[config.mk]
export PLATFORM = sky130hd
export DESIGN_NAME = pipe_stage_reg
export DESIGN_NICKNAME = d
export VERILOG_FILES = /design/src/rtl/mips_pkg.sv /design/src/rtl/pipe_stage_entry.sv /design/src/rtl/pipe_stage_reg.sv
export SDC_FILE = /design/constraint.sdc
export NUM_CORES = 1
export LEC_CHECK = 0
export CAP_MARGIN = 20
export CORE_ASPECT_RATIO = 1.4
export CORE_MARGIN = 2
export CORE_UTILIZATION = 30
export DETAILED_ROUTE_END_ITERATION = 8
export RECOVER_POWER = 50
export SYNTH_ARGS = -nofsm -noshare
export SYNTH_HDL_FRONTEND = slang
export SYNTH_SLANG_ARGS = --single-unit
[constraint.sdc]
create_clock -name clk -period 1.48 [get_ports clk]
set_input_delay 0.296 -clock clk [delete_from_list [all_inputs] [get_ports clk]]
set_output_delay 0.296 -clock clk [all_outputs]
set_load 0.01 [all_outputs]
[src/rtl/mips_pkg.sv]
// Shared MIPS core definitions: NOP encoding, occupancy width and the
// stage-control priority used by both the hazard unit and pipeline registers.
package mips_pkg;

  // sll $0,$0,0 -- the canonical MIPS NOP, driven by empty IF/ID stages
  localparam logic [31:0] NOP_INSTR = 32'h0000_0000;

  localparam int OCC_W = 2;

  typedef enum logic [1:0] {
    CTRL_RESET   = 2'd0,
    CTRL_STALL   = 2'd1,
    CTRL_BUBBLE  = 2'd2,
    CTRL_ADVANCE = 2'd3
  } stage_ctrl_e;

  // Reset beats stall, stall beats bubble, and only then does data move.
  function automatic stage_ctrl_e resolveCtrl(input logic rst, input logic stall,
                                              input logic bubble);
    if (rst)
      return CTRL_RESET;
    else if (stall)
      return CTRL_STALL;
    else if (bubble)
      return CTRL_BUBBLE;
    else
      return CTRL_ADVANCE;
  endfunction

endpackage

[src/rtl/pipe_stage_entry.sv]
// One valid+data holding register for a pipeline stage. Hold beats load,
// load beats clear; the data output reads EMPTY_VAL whenever the entry is empty.
module pipe_stage_entry #(
  parameter int                DATA_W    = 32,
  parameter logic [DATA_W-1:0] EMPTY_VAL = '0
) (
  input  logic              clk,
  input  logic              rst,
  input  logic              hold_i,
  input  logic              clear_i,
  input  logic              load_i,
  input  logic [DATA_W-1:0] data_i,
  output logic              valid_o,
  output logic [DATA_W-1:0] data_o
);

  logic              valid_q, valid_d;
  logic [DATA_W-1:0] data_q, data_d;

  always_comb begin
    valid_d = valid_q;
    data_d  = data_q;
    if (!hold_i) begin
      if (load_i) begin
        valid_d = 1'b1;
        data_d  = data_i;
      end else if (clear_i) begin
        valid_d = 1'b0;
      end
    end
  end

  always_ff @(posedge clk) begin
    if (rst) begin
      valid_q <= 1'b0;
      data_q  <= EMPTY_VAL;
    end else begin
      valid_q <= valid_d;
      data_q  <= data_d;
    end
  end

  assign valid_o = valid_q;
  assign data_o  = valid_q ? data_q : EMPTY_VAL;

endmodule

[src/rtl/pipe_stage_reg.sv]
// Inter-stage pipeline register with stall/bubble control and ready/valid handshake.
// Define PIPE_STAGE_SKID_EN for a two-entry skid buffer with a registered in_ready.
module pipe_stage_reg
  import mips_pkg::*;
#(
  parameter int                DATA_W    = 32,
  parameter logic [DATA_W-1:0] EMPTY_VAL = '0
) (
  input  logic              clk,
  input  logic              rst,
  input  logic              stall,
  input  logic              bubble,
  input  logic              in_valid,
  input  logic [DATA_W-1:0] in_data,
  output logic              in_ready,
  output logic              out_valid,
  output logic [DATA_W-1:0] out_data,
  input  logic              out_ready,
  output logic [OCC_W-1:0]  occupancy
);

  stage_ctrl_e       stageCtrl;
  logic              holdAll;
  logic              flush;
  logic              inFire;
  logic              outFire;
  logic              mainValid;
  logic              mainLoad;
  logic              mainClear;
  logic [DATA_W-1:0] mainLoadData;
  logic [DATA_W-1:0] mainData;

  assign stageCtrl = resolveCtrl(rst, stall, bubble);
  assign holdAll   = (stageCtrl == CTRL_STALL);
  assign flush     = (stageCtrl == CTRL_BUBBLE);

  assign inFire  = in_valid & in_ready & ~stall;
  assign outFire = mainValid & out_ready & ~stall;

`ifdef PIPE_STAGE_SKID_EN
  logic              skidValid;
  logic              skidLoad;
  logic              skidClear;
  logic [DATA_W-1:0] skidData;

  // in_ready comes straight from the skid flop, so upstream never sees a
  // combinational path from out_ready. A full S implies inFire is 0.
  assign in_ready = ~skidValid;

  always_comb begin
    mainLoad     = 1'b0;
    mainLoadData = in_data;
    skidLoad     = 1'b0;
    if (!flush) begin
      if (outFire && skidValid) begin
        mainLoad     = 1'b1;
        mainLoadData = skidData;
      end else if (inFire && (!mainValid || outFire)) begin
        mainLoad = 1'b1;
      end else if (inFire) begin
        skidLoad = 1'b1;
      end
    end
  end

  assign mainClear = flush | outFire;
  assign skidClear = flush | (outFire & skidValid);

  pipe_stage_entry #(
    .DATA_W    (DATA_W),
    .EMPTY_VAL (EMPTY_VAL)
  ) uSkid (
    .clk     (clk),
    .rst     (rst),
    .hold_i  (holdAll),
    .clear_i (skidClear),
    .load_i  (skidLoad),
    .data_i  (in_data),
    .valid_o (skidValid),
    .data_o  (skidData)
  );

  assign occupancy = OCC_W'(mainValid) + OCC_W'(skidValid);
`else
  // Combinational ready lets a full stage accept a new beat while it drains.
  assign in_ready     = ~stall & (~mainValid | out_ready);
  assign mainLoad     = inFire & ~flush;
  assign mainLoadData = in_data;
  assign mainClear    = flush | outFire;
  assign occupancy    = {1'b0, mainValid};
`endif

  pipe_stage_entry #(
    .DATA_W    (DATA_W),
    .EMPTY_VAL (EMPTY_VAL)
  ) uMain (
    .clk     (clk),
    .rst     (rst),
    .hold_i  (holdAll),
    .clear_i (mainClear),
    .load_i  (mainLoad),
    .data_i  (mainLoadData),
    .valid_o (mainValid),
    .data_o  (mainData)
  );

  assign out_valid = mainValid;
  assign out_data  = mainData;

endmodule

Yosys cells after proc, flatten, opt, wreduce, memory -nomap -nowiden

Index checks and enable logic that the tools add are counted.

Register bits after elaboration: 33
Bits of input ports: 38
Output and inout port bits: 36
Logic and storage cells: 25

Eq/ne operators: 2
Multiplexer cells: 6
Bitwise gates (word level): 12
Reduce and logical (&&, ||, !) cells: 3

Operators with widths:

| kind                                           | count |
|---|---|
| two-way mux 32 bit                             | 1 |
| AND 1 bit                                      | 6 |
| two-way mux 2 bit                              | 2 |
| NOT 1 bit                                      | 4 |
| AND reduction 2 bit                            | 2 |
| two-way mux 1 bit                              | 3 |
| == test 2 x 1 -> 1 bit (second input constant) | 1 |
| == test 2 bit (second input constant)          | 1 |
| OR 1 bit                                       | 2 |
| nonzero test 2 bit                             | 1 |

Logic depth before layout (Yosys ltp)

Depth after elaboration: 8
Depth in mapped cells: 4

Modules after synthesis

From an unflattened synthesis, not the netlist that was laid out.

Cell total of the unflattened synthesis: 195
Area, all modules: 1,803.0 sq um

By module, submodules not included:

| module           | instances | cells each | area an instance (sq um) |
|---|---|---|---|
| pipe_stage_entry | 1         | 185        | 1,730.4 |
| pipe_stage_reg   | 1         | 10         | 72.6 |

Least setup slack after synthesis

No wires, ideal clock.

Path type: reg-to-reg
Start: register uMain.valid_q (netlist: uMain.valid_o)
End: register uMain.data_q[0]
Data arrival time: 1.332 ns
Slack: 0.077 ns
Stages on the path, launching flop included: 5
Path buffers: 1
Cell sequence: dfxtp_1 -> nor2b_4 -> nor4b_4 -> buf_6 -> mux2i_1

Word-level cells in the longest chain between the ends: 7

Ends and longest elaborated chain:

| what                                 | line                   | source |
|---|---|---|
| start: declaration                   | pipe_stage_entry.sv:17 | `logic valid_q, valid_d;` |
| start signal: assignment             | pipe_stage_entry.sv:38 | `valid_q <= valid_d;` |
| NOT 1 bit                            | pipe_stage_reg.sv:86   | `assign in_ready = ~stall & (~mainValid \| out_ready);` |
| OR 1 bit                             | pipe_stage_reg.sv:86   |  |
| AND 1 bit                            | pipe_stage_reg.sv:86   |  |
| AND 1 bit (2 in a row)               | pipe_stage_reg.sv:37   | `assign inFire = in_valid & in_ready & ~stall;` |
| AND 1 bit                            | pipe_stage_reg.sv:87   | `assign mainLoad = inFire & ~flush;` |
| AND reduction 2 bit (no source line) | --                     |  |
| end signal: assignment               | pipe_stage_entry.sv:39 | `data_q <= data_d;` |
| end: declaration                     | pipe_stage_entry.sv:18 | `logic [DATA_W-1:0] data_q, data_d;` |

Every way passes these cells.
A chain may end at the register's enable or synchronous reset.

Worst setup path in the final report

Start: register uMain.valid_q (netlist: uMain.valid_o)
End: register uMain.data_q[18]

Same word-level chain as after synthesis.

==> results.cfg <==
[power_and_ir_drop]
powerDensity_nw_per_um2 = 817.4
vdd_drop_max_v = 0.0007179
clkPwrFrac_pct = 43.6
power.switching_w = 0.0004790
p_int_w = 0.001824
p_leak_nw = 1.128
power_frac_seq_pct = 41.3
switching_share_pct = 20.80
pwr-share-comb_pct = 15.1

[sta]
fin_crit_ns = 1.522
setup_viol = 23
slew_viol_final = 0
max_freq_mhz = 656.9
layout_setup_ws_ns = -0.04241
hold_violations = 0
period_share_pct = 102.9
tns_ns = -0.4602
rsz0062_at_grt = yes
fin_worst_skew_ns = 0.004751
holdWs_ns = 0.4688

[cells_and_area]
nets = 303
diodes = 0
fillers = 541
multi_input_area_um2 = 1022
drive_gt1_share_pct = 25.94
seqCellArea_um2 = 664.4
area_delta_synth_final_pct = 61.78
fin_util_pct = 50.63

[critical_path]
cp.arrival_ns = 1.73
required_ns = 1.69
startpoint_type = flip-flop
path_class = reg2reg
worst_path_largest_cell_delay_ns = 0.37
cp_common_cell = buf_6
worstPathMaxFanout = 7
crit_family = buffers and inverters
critPathBufInv = 3
slowest_stage = dfxtp_4
end_kind = flip-flop
crit_chain = buf_6 > nor2b_4 > nor4b_4 > buf_6 > clkbuf_16 > mux2i_1

[cts]
cts.sinks = 33
post_cts_hold_buffer_count = 0
htreeDepth = 2
cts_root_buffer = clkbuf_8
clk_path_buf_depth = 2
cts.clk_slew.worst_paths_ns = 0.07
clk-insertion-delay-late_ns = 0.28
cts_inserted_buffers = 5
cts_tree = done

[logic_synthesis]
synth_area_leaders = dfxtp_1 (38%), nand2b_1 (23%), mux2i_1 (18%)
synthCells = 185
yosys.area.top_type_share_pct = 37.93
yosysTopAreaCell = dfxtp_1
yosys_warnings = 0
yosysSeqAreaShare_pct = 37.93
ys_types = 15
ys_ff_latch = 33
syn-num-nets = 223
syn_area_per_cell_um2 = 9.414
synth_area_um2 = 1742

[drt]
drc = 0
ant_nets = 0
drtIter0Drc = 17
dr.pass1.iters = 4
viasPerCell = 4.317
wl_per_cell_um = 12.82
num_vias = 1442
finalWirelength_um = 4283

[die]
die_h_um = 94.16
row_count = 32
start_util_pct = 31.29
fp.dieW_um = 68.40
die_area_um2 = 6440
pin_count = 74
core_area_um2 = 5565

[placement]
gp_congestion = 0.6574
hpwl_um = 2626
port_buffers = 72

[global_route]
gr-total-overflow = 0
grt_pass1_wl_um = 6210
grt_antenna_before_repair = 0
grt_usage_pct = 12.63
grt_max_degree = 66
grt_pass1_vias = 1351

[job]
drv_cap = 0

[run_status]
failed_checks = setup timing
outcome = finished with violations

[hold_path]
hold_class = reg2reg
==> tightest hold or removal path: cells and delay by family, from the launching register on <==
kind,cells,cell delay (ns)
muxes,1,0.06
and+or+nand+nor,1,0.06
DFF,1,0.31
==> cells by family after synthesis <==
| family | count (synthesis) | synth area share, % |
|---|---|---|
| compound gates | 2 | 0.5742 |
| buf+inv | 15 | 4.957 |
| flops | 33 | 37.93 |
| mux | 32 | 18.39 |
| other cells | 1 | 0.2153 |
| simple gates | 102 | 37.93 |
==> cell usage after synthesis <==
cell type,count
conb_1,1
o21ai_0,1
dfxtp_1,33
a21oi_1,1
nand2b_1,64
or3b_1,1
buf_6,3
buf_4,2
nor2_1,2
nor2b_4,1
mux2i_1,32
nor2b_1,1
clkbuf_1,10
nor4b_4,1
and2_1,32
==> power by group through the flow <==
stage | combinational (W) | clock (W) | sequential (W)
2_1_floorplan | 0.000159 | 0 | 0.000965
3_5_place_dp | 0.000311 | 0 | 0.000969
6_report | 0.000349 | 0.00100 | 0.000951
5_1_grt | 0.000378 | 0.00107 | 0.000955
3_3_place_gp | 0.000309 | 0 | 0.000969
4_1_cts | 0.000316 | 0.00104 | 0.000950
==> per-stage QoR <==
| step | setup WS [ns] | power (W) | instances | cell area, µm² |
|---|---|---|---|---|
| finish | -0.04241 | 0.002303 | 334 | 2818 |
| global route | -0.08467 | 0.002401 | 334 | 2818 |
| CTS | -0.08865 | 0.002304 | 329 | 2658 |
| detailed placement | -0.3261 | 0.001280 | 318 | 2534 |
| global placement | -0.3179 | 0.001278 | 318 | 2534 |
| floorplan | 0.07675 | 0.001124 | 185 | 1742 |
==> per-layer routing <==
metal	vias up	GRT usage, %	wire length [µm]
li1	739	-	-
met1	658	15.27	1837
met2	43	21.39	2173
met3	2	3.717	240
met4	0	3.000	32
met5	-	0	0
==> path summary, 6_finish.rpt <==
kind	start	end	cells after the start	slack [ns]
worst max register to register	uMain.valid_o	uMain.data_q[18]	6	-0.04
worst max-delay path	uMain.valid_o	uMain.data_q[18]	6	-0.04
worst min register to register	uMain.data_q[27]	uMain.data_q[27]	2	0.47
worst min-delay path	uMain.data_q[27]	uMain.data_q[27]	2	0.47
==> sequential cells by signal (all words and copies together), names as in the netlist <==
name / flops
uMain.data_q: 32
uMain.valid_o: 1
==> repair_timing <==
action / 4_1_cts / 5_1_grt
gates cloned: 2 / 4
buffers inserted: 1 / 1
endpoints found under the setup margin: 65 / 61
pin swaps: 1 / 3
resized for setup: 113 / 35
==> area by class of cell <==
type / instances / area share [%]
tap: 68 / 3.020
clock inverter: 3 / 2.309
multi-input combinational: 137 / 36.28
timing repair buffer: 88 / 32.37
sequential: 33 / 23.58
clock buffer: 5 / 2.442
==> layout by cell type, fill, tap and decap left out, drive strengths merged <==
cell | Yosys | layout
nand2b | 64 | 64
clkdlybuf4s50 | 0 | 37
dfxtp | 33 | 33
mux2i | 32 | 32
and2 | 32 | 32
buf | 5 | 26
clkbuf | 10 | 17
clkdlybuf4s15 | 0 | 12
nor2 | 2 | 2
bufinv | 0 | 2
nor2b | 2 | 2
nor4b | 1 | 1
o21ai | 1 | 1
or3b | 1 | 1
a21oi | 1 | 1
conb | 1 | 1
clkinv | 0 | 1
dlygate4sd2 | 0 | 1
Power figures use the tool's default switching activity.
==> edit: new RTL, same flow settings <==
Add a define of `PIPE_STAGE_SKID_EN`.
--- a/src/rtl/pipe_stage_reg.sv
+++ b/src/rtl/pipe_stage_reg.sv
@@ -1,5 +1,7 @@
 // Inter-stage pipeline register with stall/bubble control and ready/valid handshake.
 // Define PIPE_STAGE_SKID_EN for a two-entry skid buffer with a registered in_ready.
+`define PIPE_STAGE_SKID_EN
+
 module pipe_stage_reg
   import mips_pkg::*;
 #(
Function: changed (Yosys sat finds a counterexample within 4 cycles, from zero or initial values and one cycle with rst high).
==> edit against the original RTL <==
The run still ends with negative setup slack left; first-iteration DRC count rose to 11 times the old value; sequential cell count increased by 33; maximum frequency shrank 8.4%; design area rose by 83%; clock skew shrank 0.0018 ns; worst hold slack got worse by 0.014 ns; final cell count increased by 84%; total power is 94% higher; routed wire length grew 130%; area after synthesis rose by 94%; non-clock buffer count is 27 higher; setup slack worse by 0.14 ns.
==> edit: results (changes against the original RTL) <==
| Metric | Value |
|---|---|
| Outcome | complete, but fails checks (unchanged) |
| Failing checks | negative setup slack (unchanged) |
| Metal1 wirelength | 4110 um (was 1840 um) |
| Non-clock inverters | 2 (was 0) |
| Layout buffering overhead excluding clock cells | 23.7% (was 32.4%) |
| Fin worst setup slack | -0.183 ns (was -0.0424 ns) |
| Syn_nets | 420 (was 223) |
| Clkbuf count | 14 (was 5) |
| Per-cell routed wire length | 16.0 um (was 12.8 um) |
| Finish-stage setup viols | 82 (was 23) |
| Synth top cells by count | nand2_1 (97), dfxtp_1 (66), mux2i_1 (64), o211ai_1 (34), and2_1 (33) (was nand2b_1 (64), dfxtp_1 (33), and2_1 (32), mux2i_1 (32), clkbuf_1 (10)) |
| Leak | 0.00211 uW (was 0.00113 uW) |
| Clock root buffer master | clkbuf_16 (was clkbuf_8) |
| Worst path arrival time | 1.86 ns (was 1.73 ns) |
| Detailed-route via count | 3,107 (was 1,442) |
| Synth area leaders | dfxtp_1 (39%), mux2i_1 (19%), nand2_1 (11%) (was dfxtp_1 (38%), nand2b_1 (23%), mux2i_1 (18%)) |
| Cell variety after synth | 24 (was 15) |
| Cells after DPL | 582 (was 318) |
| HPWL Detailed | 5890 um (was 2630 um) |
| Mean Syn Cell Area | 8.87 sq um (was 9.41 sq um) |
| Global-route wire length before repair | 15,800 um (was 6210 um) |
| FILL cells | 1,030 (was 541) |
| Global Route met2 Usage | 28.6% (was 21.4%) |
| WL final | 9850 um (was 4280 um) |
| Initial DRC count | 189 (was 17) |
| Bufs w/o clock | 115 (was 88) |
| Final nets | 508 (was 303) |
| PortBufs | 73 (was 72) |
| Length of routed met3 wiring | 363 um (was 240 um) |
| Max FO, Critical Path | 8 (was 7) |
| Worst slack, placed | -0.482 ns (was -0.326 ns) |
| CTS Buf Count | 9 (was 5) |
| Area taken by flip-flops and latches | 1330 sq um (was 664 sq um) |
## edit: power breakdown
part / switching, uW / total, uW / internal (uW) / leakage, uW
logic: 294 / 575 / 281 / 0.00143
clock network: 733 / 2000 / 1270 / 0.000143
registers: 51.1 / 1890 / 1840 / 0.000536
## edit: path summary, 6_finish.rpt
check,startpoint,end,cells past startpoint
setup / recovery,uMain.valid_o,uMain.data_q[26],8
hold / removal,uSkid.data_q[31],uSkid.data_q[31],2
setup reg to reg,uMain.valid_o,uMain.data_q[26],8
hold reg to reg,uSkid.data_q[31],uSkid.data_q[31],2
## edit: logic make-up (layout without fill, tap and decap cells)
kind of cell,after synthesis,after routing,share of synthesized area [%]
muxes,64,64,19.0
adders and majority gates,1,1,0.370
buffers and inverters,40,133,5.55
AOI/OAI and AO/OA,71,71,17.4
and+or+nand+nor,139,139,18.7
DFF,66,66,39.1
## edit: timing repair
action | CTS | global route
cloned | 7 | 0
pin swaps | 17 | 30
endpoints found under the setup margin | 93 | 100
buffers inserted | 19 | 1
resized for setup | 235 | 43
